**config.mk**
```make
export PLATFORM = sky130hd
export DESIGN_NAME = rom_fetch_unit
export DESIGN_NICKNAME = d
export VERILOG_FILES = /design/src/rtl/rom_fetch_unit.sv
export SDC_FILE = /design/constraint.sdc
export NUM_CORES = 1
export LEC_CHECK = 0
export ABC_AREA = 1
export BUFFER_PORTS_ARGS = -buffer_cell sky130_fd_sc_hd__buf_4
export CORE_MARGIN = 10
export CORE_UTILIZATION = 30
export DETAILED_ROUTE_END_ITERATION = 10
export HOLD_SLACK_MARGIN = 0.06
export SYNTH_ARGS = -nofsm -noshare
export SYNTH_HDL_FRONTEND = slang
export SYNTH_SLANG_ARGS = --single-unit
```
**constraint.sdc**
```tcl
create_clock -name Clock -period 2.6 [get_ports Clock]
set_clock_uncertainty 0.15 [all_clocks]
set_input_delay 0 -clock Clock [delete_from_list [all_inputs] [get_ports Clock]]
set_output_delay 0 -clock Clock [all_outputs]
set_load 0.005 [all_outputs]
```
**src/rtl/rom_fetch_unit.sv**
```systemverilog
// Fetch stage in front of the program ROM: PC, registered word, redirect, fault trap.
// Optional fetch/stall counters are built when ROM_FETCH_PERF_EN is defined.
module rom_fetch_unit #(
  parameter int          ADDR_W   = 12,
  parameter int          DATA_W   = 32,
  parameter logic [31:0] RESET_PC = 32'h0000_0000
) (
  input  logic              Clock,
  input  logic              nReset,
  output logic [ADDR_W-1:0] RomAddress,
  input  logic [DATA_W-1:0] RomData,
  input  logic              Redirect,
  input  logic [31:0]       RedirectPc,
  input  logic              InstrReady,
  output logic              InstrValid,
  output logic [DATA_W-1:0] Instr,
  output logic [31:0]       InstrPc,
  output logic              Fault,
  output logic [31:0]       FaultPc
`ifdef ROM_FETCH_PERF_EN
  ,
  output logic [31:0]       FetchCount,
  output logic [31:0]       StallCount
`endif
);

  typedef enum logic [1:0] {
    S_IDLE = 2'd0,
    S_RUN  = 2'd1,
    S_HALT = 2'd2
  } state_e;

  state_e            state_q, state_d;
  logic [31:0]       pc_q, pc_d;
  logic              valid_q, valid_d;
  logic [DATA_W-1:0] instr_q, instr_d;
  logic [31:0]       ipc_q, ipc_d;
  logic              fault_q, fault_d;
  logic [31:0]       fpc_q, fpc_d;

  function automatic logic bad_addr(
    input logic [31:0] a
  );
    bad_addr = (a[1:0] != 2'b00) ||
               ((a >> (ADDR_W + 2)) != 32'd0);
  endfunction

  logic pc_bad;
  logic tgt_bad;
  logic adv;

  assign pc_bad  = bad_addr(pc_q);
  assign tgt_bad = bad_addr(RedirectPc);
  assign adv     = !valid_q || InstrReady;

  always_comb begin
    state_d = state_q;
    pc_d    = pc_q;
    valid_d = valid_q;
    instr_d = instr_q;
    ipc_d   = ipc_q;
    fault_d = fault_q;
    fpc_d   = fpc_q;
    unique case (state_q)
      S_IDLE: begin
        state_d = S_RUN;
        if (Redirect) pc_d = RedirectPc;
      end
      S_RUN: begin
        if (Redirect) begin
          valid_d = 1'b0;
          pc_d    = RedirectPc;
        end else if (pc_bad) begin
          // a pending word either transfers now or is dropped
          valid_d = 1'b0;
          fault_d = 1'b1;
          fpc_d   = pc_q;
          state_d = S_HALT;
        end else if (adv) begin
          instr_d = RomData;
          ipc_d   = pc_q;
          valid_d = 1'b1;
          pc_d    = pc_q + 32'd4;
        end
      end
      S_HALT: begin
        valid_d = 1'b0;
        if (Redirect) begin
          if (tgt_bad) begin
            fpc_d = RedirectPc;
          end else begin
            fault_d = 1'b0;
            pc_d    = RedirectPc;
            state_d = S_RUN;
          end
        end
      end
      default: state_d = S_IDLE;
    endcase
  end

  always_ff @(posedge Clock or negedge nReset) begin
    if (!nReset) begin
      state_q <= S_IDLE;
      pc_q    <= RESET_PC;
      valid_q <= 1'b0;
      instr_q <= '0;
      ipc_q   <= '0;
      fault_q <= 1'b0;
      fpc_q   <= '0;
    end else begin
      state_q <= state_d;
      pc_q    <= pc_d;
      valid_q <= valid_d;
      instr_q <= instr_d;
      ipc_q   <= ipc_d;
      fault_q <= fault_d;
      fpc_q   <= fpc_d;
    end
  end

  assign RomAddress = pc_q[ADDR_W+1:2];
  assign InstrValid = valid_q;
  assign Instr      = instr_q;
  assign InstrPc    = ipc_q;
  assign Fault      = fault_q;
  assign FaultPc    = fpc_q;

`ifdef ROM_FETCH_PERF_EN
  logic [31:0] fcnt_q, fcnt_d;
  logic [31:0] scnt_q, scnt_d;
  logic        live;

  assign live = (state_q != S_HALT);

  always_comb begin
    fcnt_d = fcnt_q;
    scnt_d = scnt_q;
    if (live && valid_q && InstrReady)
      fcnt_d = fcnt_q + 32'd1;
    if (live && valid_q && !InstrReady)
      scnt_d = scnt_q + 32'd1;
  end

  always_ff @(posedge Clock or negedge nReset) begin
    if (!nReset) begin
      fcnt_q <= '0;
      scnt_q <= '0;
    end else begin
      fcnt_q <= fcnt_d;
      scnt_q <= scnt_d;
    end
  end

  assign FetchCount = fcnt_q;
  assign StallCount = scnt_q;
`endif

endmodule

```
==> flow_summary.ini <==
[run_status]
status = completed

[floorplanning]
fp.dieW_um = 171.0
coreArea_mm2 = 0.02250
rows = 55
die_h_um = 171.0
start_util_pct = 30.39
top_level_ports = 178
die_area_mm2 = 0.02924

[cts]
cts_buffers = 17
post-cts-setup-buffers = 0
clock_latency_ps = 420
cts-htree-levels = 4
cts_num_sinks = 132
cts_buffer_depth = 2
cts_tree = done
root_buffer = clkbuf_16
clk_pin_slew_ps = 60

[setup_path]
reg2reg_from = state_q[0]
rrSetupSlack_ps = 210
r2r_cells = 7
critPathRequiredTime_ps = 2740
critPathLaunchType = register
worstSetupPathType = register to register
arrival_ps = 2530
crit_fanout = 67
crit_end = InstrValid
r2r_end = InstrValid
startpoint = state_q[0]
end_kind = register

[finish]
antenna-diode-count = 0
final_nets = 1251
syn2layout_area_growth_pct = 42.65
nFillCells = 2287
layout-drive-gt1-share_pct = 20.99
multi_input_area_mm2 = 0.002997
regArea_mm2 = 0.003303

[routing]
drt_iter0_drc = 570
ant_nets = 0
num_vias = 6801
dr.pass1.iters = 5
drc_errors = 0
viasPerCell = 4.608
wire_per_inst_um = 15.51
drt-total-wl_um = 22890

[sta]
setup_tns_ps = 0
max_slew.worst_pin.slew_ps = 606.0
fin_crit_ps = 2385
fin_ws_ps = 215.0
max_freq_ghz = 0.4193
relSlewSlack_pct = 59.60
finalSetupViolations = 0
grt_setup_unrepaired = false
hold_viol = 0
finalCritPeriodShare_pct = 91.73
final_max_slew_viol_count = 0

[power_and_ir_drop]
power.density_mw_per_mm2 = 982.9
power_frac_comb_pct = 41.7
clkPwrFrac_pct = 25.0
seq_power_share_pct = 33.2
vdd.ir_drop.worst_mv = 0.3881
p_leak_uw = 0.004965
switching_share_pct = 40.48
internal_power_uw = 5707
p_sw_uw = 3881

[global_route]
grt-ovfl-total = 0
grt_pass1_wl_um = 36780
gr-usage-all-layers_pct = 15.72
antenna_found_initial = 0
grt_pass1_vias = 6881
grt_max_degree = 68

[run]
maxCapViolCount = 0

[synth]
ys_seq_area_share_pct = 48.30
synthDistinctLibCells = 25
synth_top_cells_by_area = dfrtp_1, nand2_1, nor2_1
synth_top_cell_area_share_pct = 48.30
synth-seq-cells = 132
synth.avg_cell_area_um2 = 7.245
syn-num-nets = 1017
yosys.area.top_type = dfrtp_1
yosys_warnings = 0
mappedNetlistArea_mm2 = 0.006839
syn_inst = 944

[placed_design]
port_buffers = 177
dp_hpwl_um = 16880
place_ws_ps = 166.7
gp_congestion = 0.8826

[hold_path]
hold_class = input port to register
-- per-stage QoR --
stage / util [%] / power, uW / cell area, um^2 / std cells / hold WS (ps)
after global placement: 37.49 / 7071 / 8436 / 1372 / -185.7
after detailed placement: 37.49 / 7139 / 8436 / 1372 / -178.5
after floorplan: - / 5544 / 6839 / 944 / -445.6
after CTS: 43.34 / 9693 / 9753 / 1476 / 158.4
after global routing: 43.35 / 10370 / 9756 / 1476 / 192.3
final: 43.35 / 9588 / 9756 / 1476 / 179.3
-- what timing repair did --
| item | CTS | global route |
|---|---|---|
| setup endpoints to repair | 0 | 29 |
| hold endpoints to repair | 234 | 0 |
| hold buffers | 72 | 0 |
| resized for setup | 0 | 2 |
-- metal layers --
layer	routed length, um	vias to the layer above	part of all wire, %	GRT usage [%]
li1	-	3457	-	-
met1	9885	3174	43	19.51
met2	11350	151	50	26.71
met3	1313	19	5.7	3.226
met4	340	0	1.5	4.953
met5	0	-	0	0
-- state kept, by name, indices dropped and copies added, names as in the netlist --
| register | flops |
|---|---|
| InstrPc | 32 |
| Instr | 32 |
| Fault | 1 |
| InstrValid | 1 |
| FaultPc | 32 |
| pc_q | 32 |
| state_q | 2 |
-- final cells by class --
| cell class | instances | area share (%) |
|---|---|---|
| clock buffers | 21 | 4.720 |
| clock inverters | 11 | 1.295 |
| inverters | 74 | 2.873 |
| multi-input cells | 686 | 30.72 |
| flip-flops and latches | 132 | 33.86 |
| well taps | 285 | 3.655 |
| repair buffers | 267 | 22.88 |
-- worst min path at each step --
| stage | slack (ps) | start | depth (start not counted) | end |
|---|---|---|---|---|
| final | 180 | RomData[2] | 4 | Instr[2] |
| after global placement | -190 | nReset | 1 | Instr[29] |
| after CTS | 160 | RomData[28] | 4 | Instr[28] |
| after floorplan | -450 | nReset | 0 | Fault |
| after global routing | 190 | RomData[11] | 4 | Instr[11] |
| after detailed placement | -180 | nReset | 1 | Instr[0] |
-- layout by cell type, fill, tap and decap left out, types with 16 or more instances in the layout --
cell           instances
or2_2                 16
dfrtp_1              132
o21ai_1               17
inv_1                 70
nor2_1                94
buf_4                192
nand2_1              383
dlygate4sd3_1         71
nand3_1               56
o21ai_0               59
clkbuf_16             17
nand4_1               40
-- logic make-up (layout without fill, tap and decap cells) --
kind of cell / after synthesis / in the layout / share of synthesized area, %
AND/OR/NAND/NOR: 594 / 594 / 36.11
XOR/XNOR: 6 / 6 / 0.7684
AO/OA/AOI/OAI: 81 / 81 / 5.982
flip-flops: 132 / 132 / 48.30
adder cells (fa/ha/maj): 5 / 5 / 0.9147
buffers and inverters: 126 / 373 / 7.922
-- worst max-delay path, cell delays in order, from the launching register on --
cell and delay (ps):
dfrtp_1 430, inv_1 110, ha_2 190, buf_4 500, o211ai_1 160, dlygate4sd3_1 570
o21ai_0 80, a21oi_1 60
-- power by group through the flow --
stage / clock, uW / sequential (uW) / combinational [uW]
after global routing: 2530 / 3280 / 4560
after global placement: 0 / 3200 / 3870
after floorplan: 0 / 3100 / 2450
final: 2400 / 3190 / 4000
after CTS: 2450 / 3190 / 4050
after detailed placement: 0 / 3210 / 3930
-- cells in the mapped netlist --
| library cell | count |
|---|---|
| nor2_2 | 1 |
| ha_1 | 5 |
| inv_2 | 3 |
| dfrtp_1 | 132 |
| o21ai_1 | 17 |
| nor3_4 | 1 |
| o21ai_0 | 59 |
| nor2_1 | 94 |
| nand3_1 | 56 |
| buf_4 | 12 |
| buf_2 | 18 |
| o211ai_1 | 1 |
| nor3_1 | 1 |
| nor2_4 | 1 |
| o22ai_1 | 1 |
| a21oi_1 | 3 |
| clkbuf_2 | 1 |
| or2_2 | 16 |
| inv_1 | 70 |
| nand2_1 | 383 |
| xor2_1 | 6 |
| clkbuf_1 | 21 |
| nand3_2 | 1 |
| clkinv_1 | 1 |
| nand4_1 | 40 |
Power figures use the tool's default switching activity.
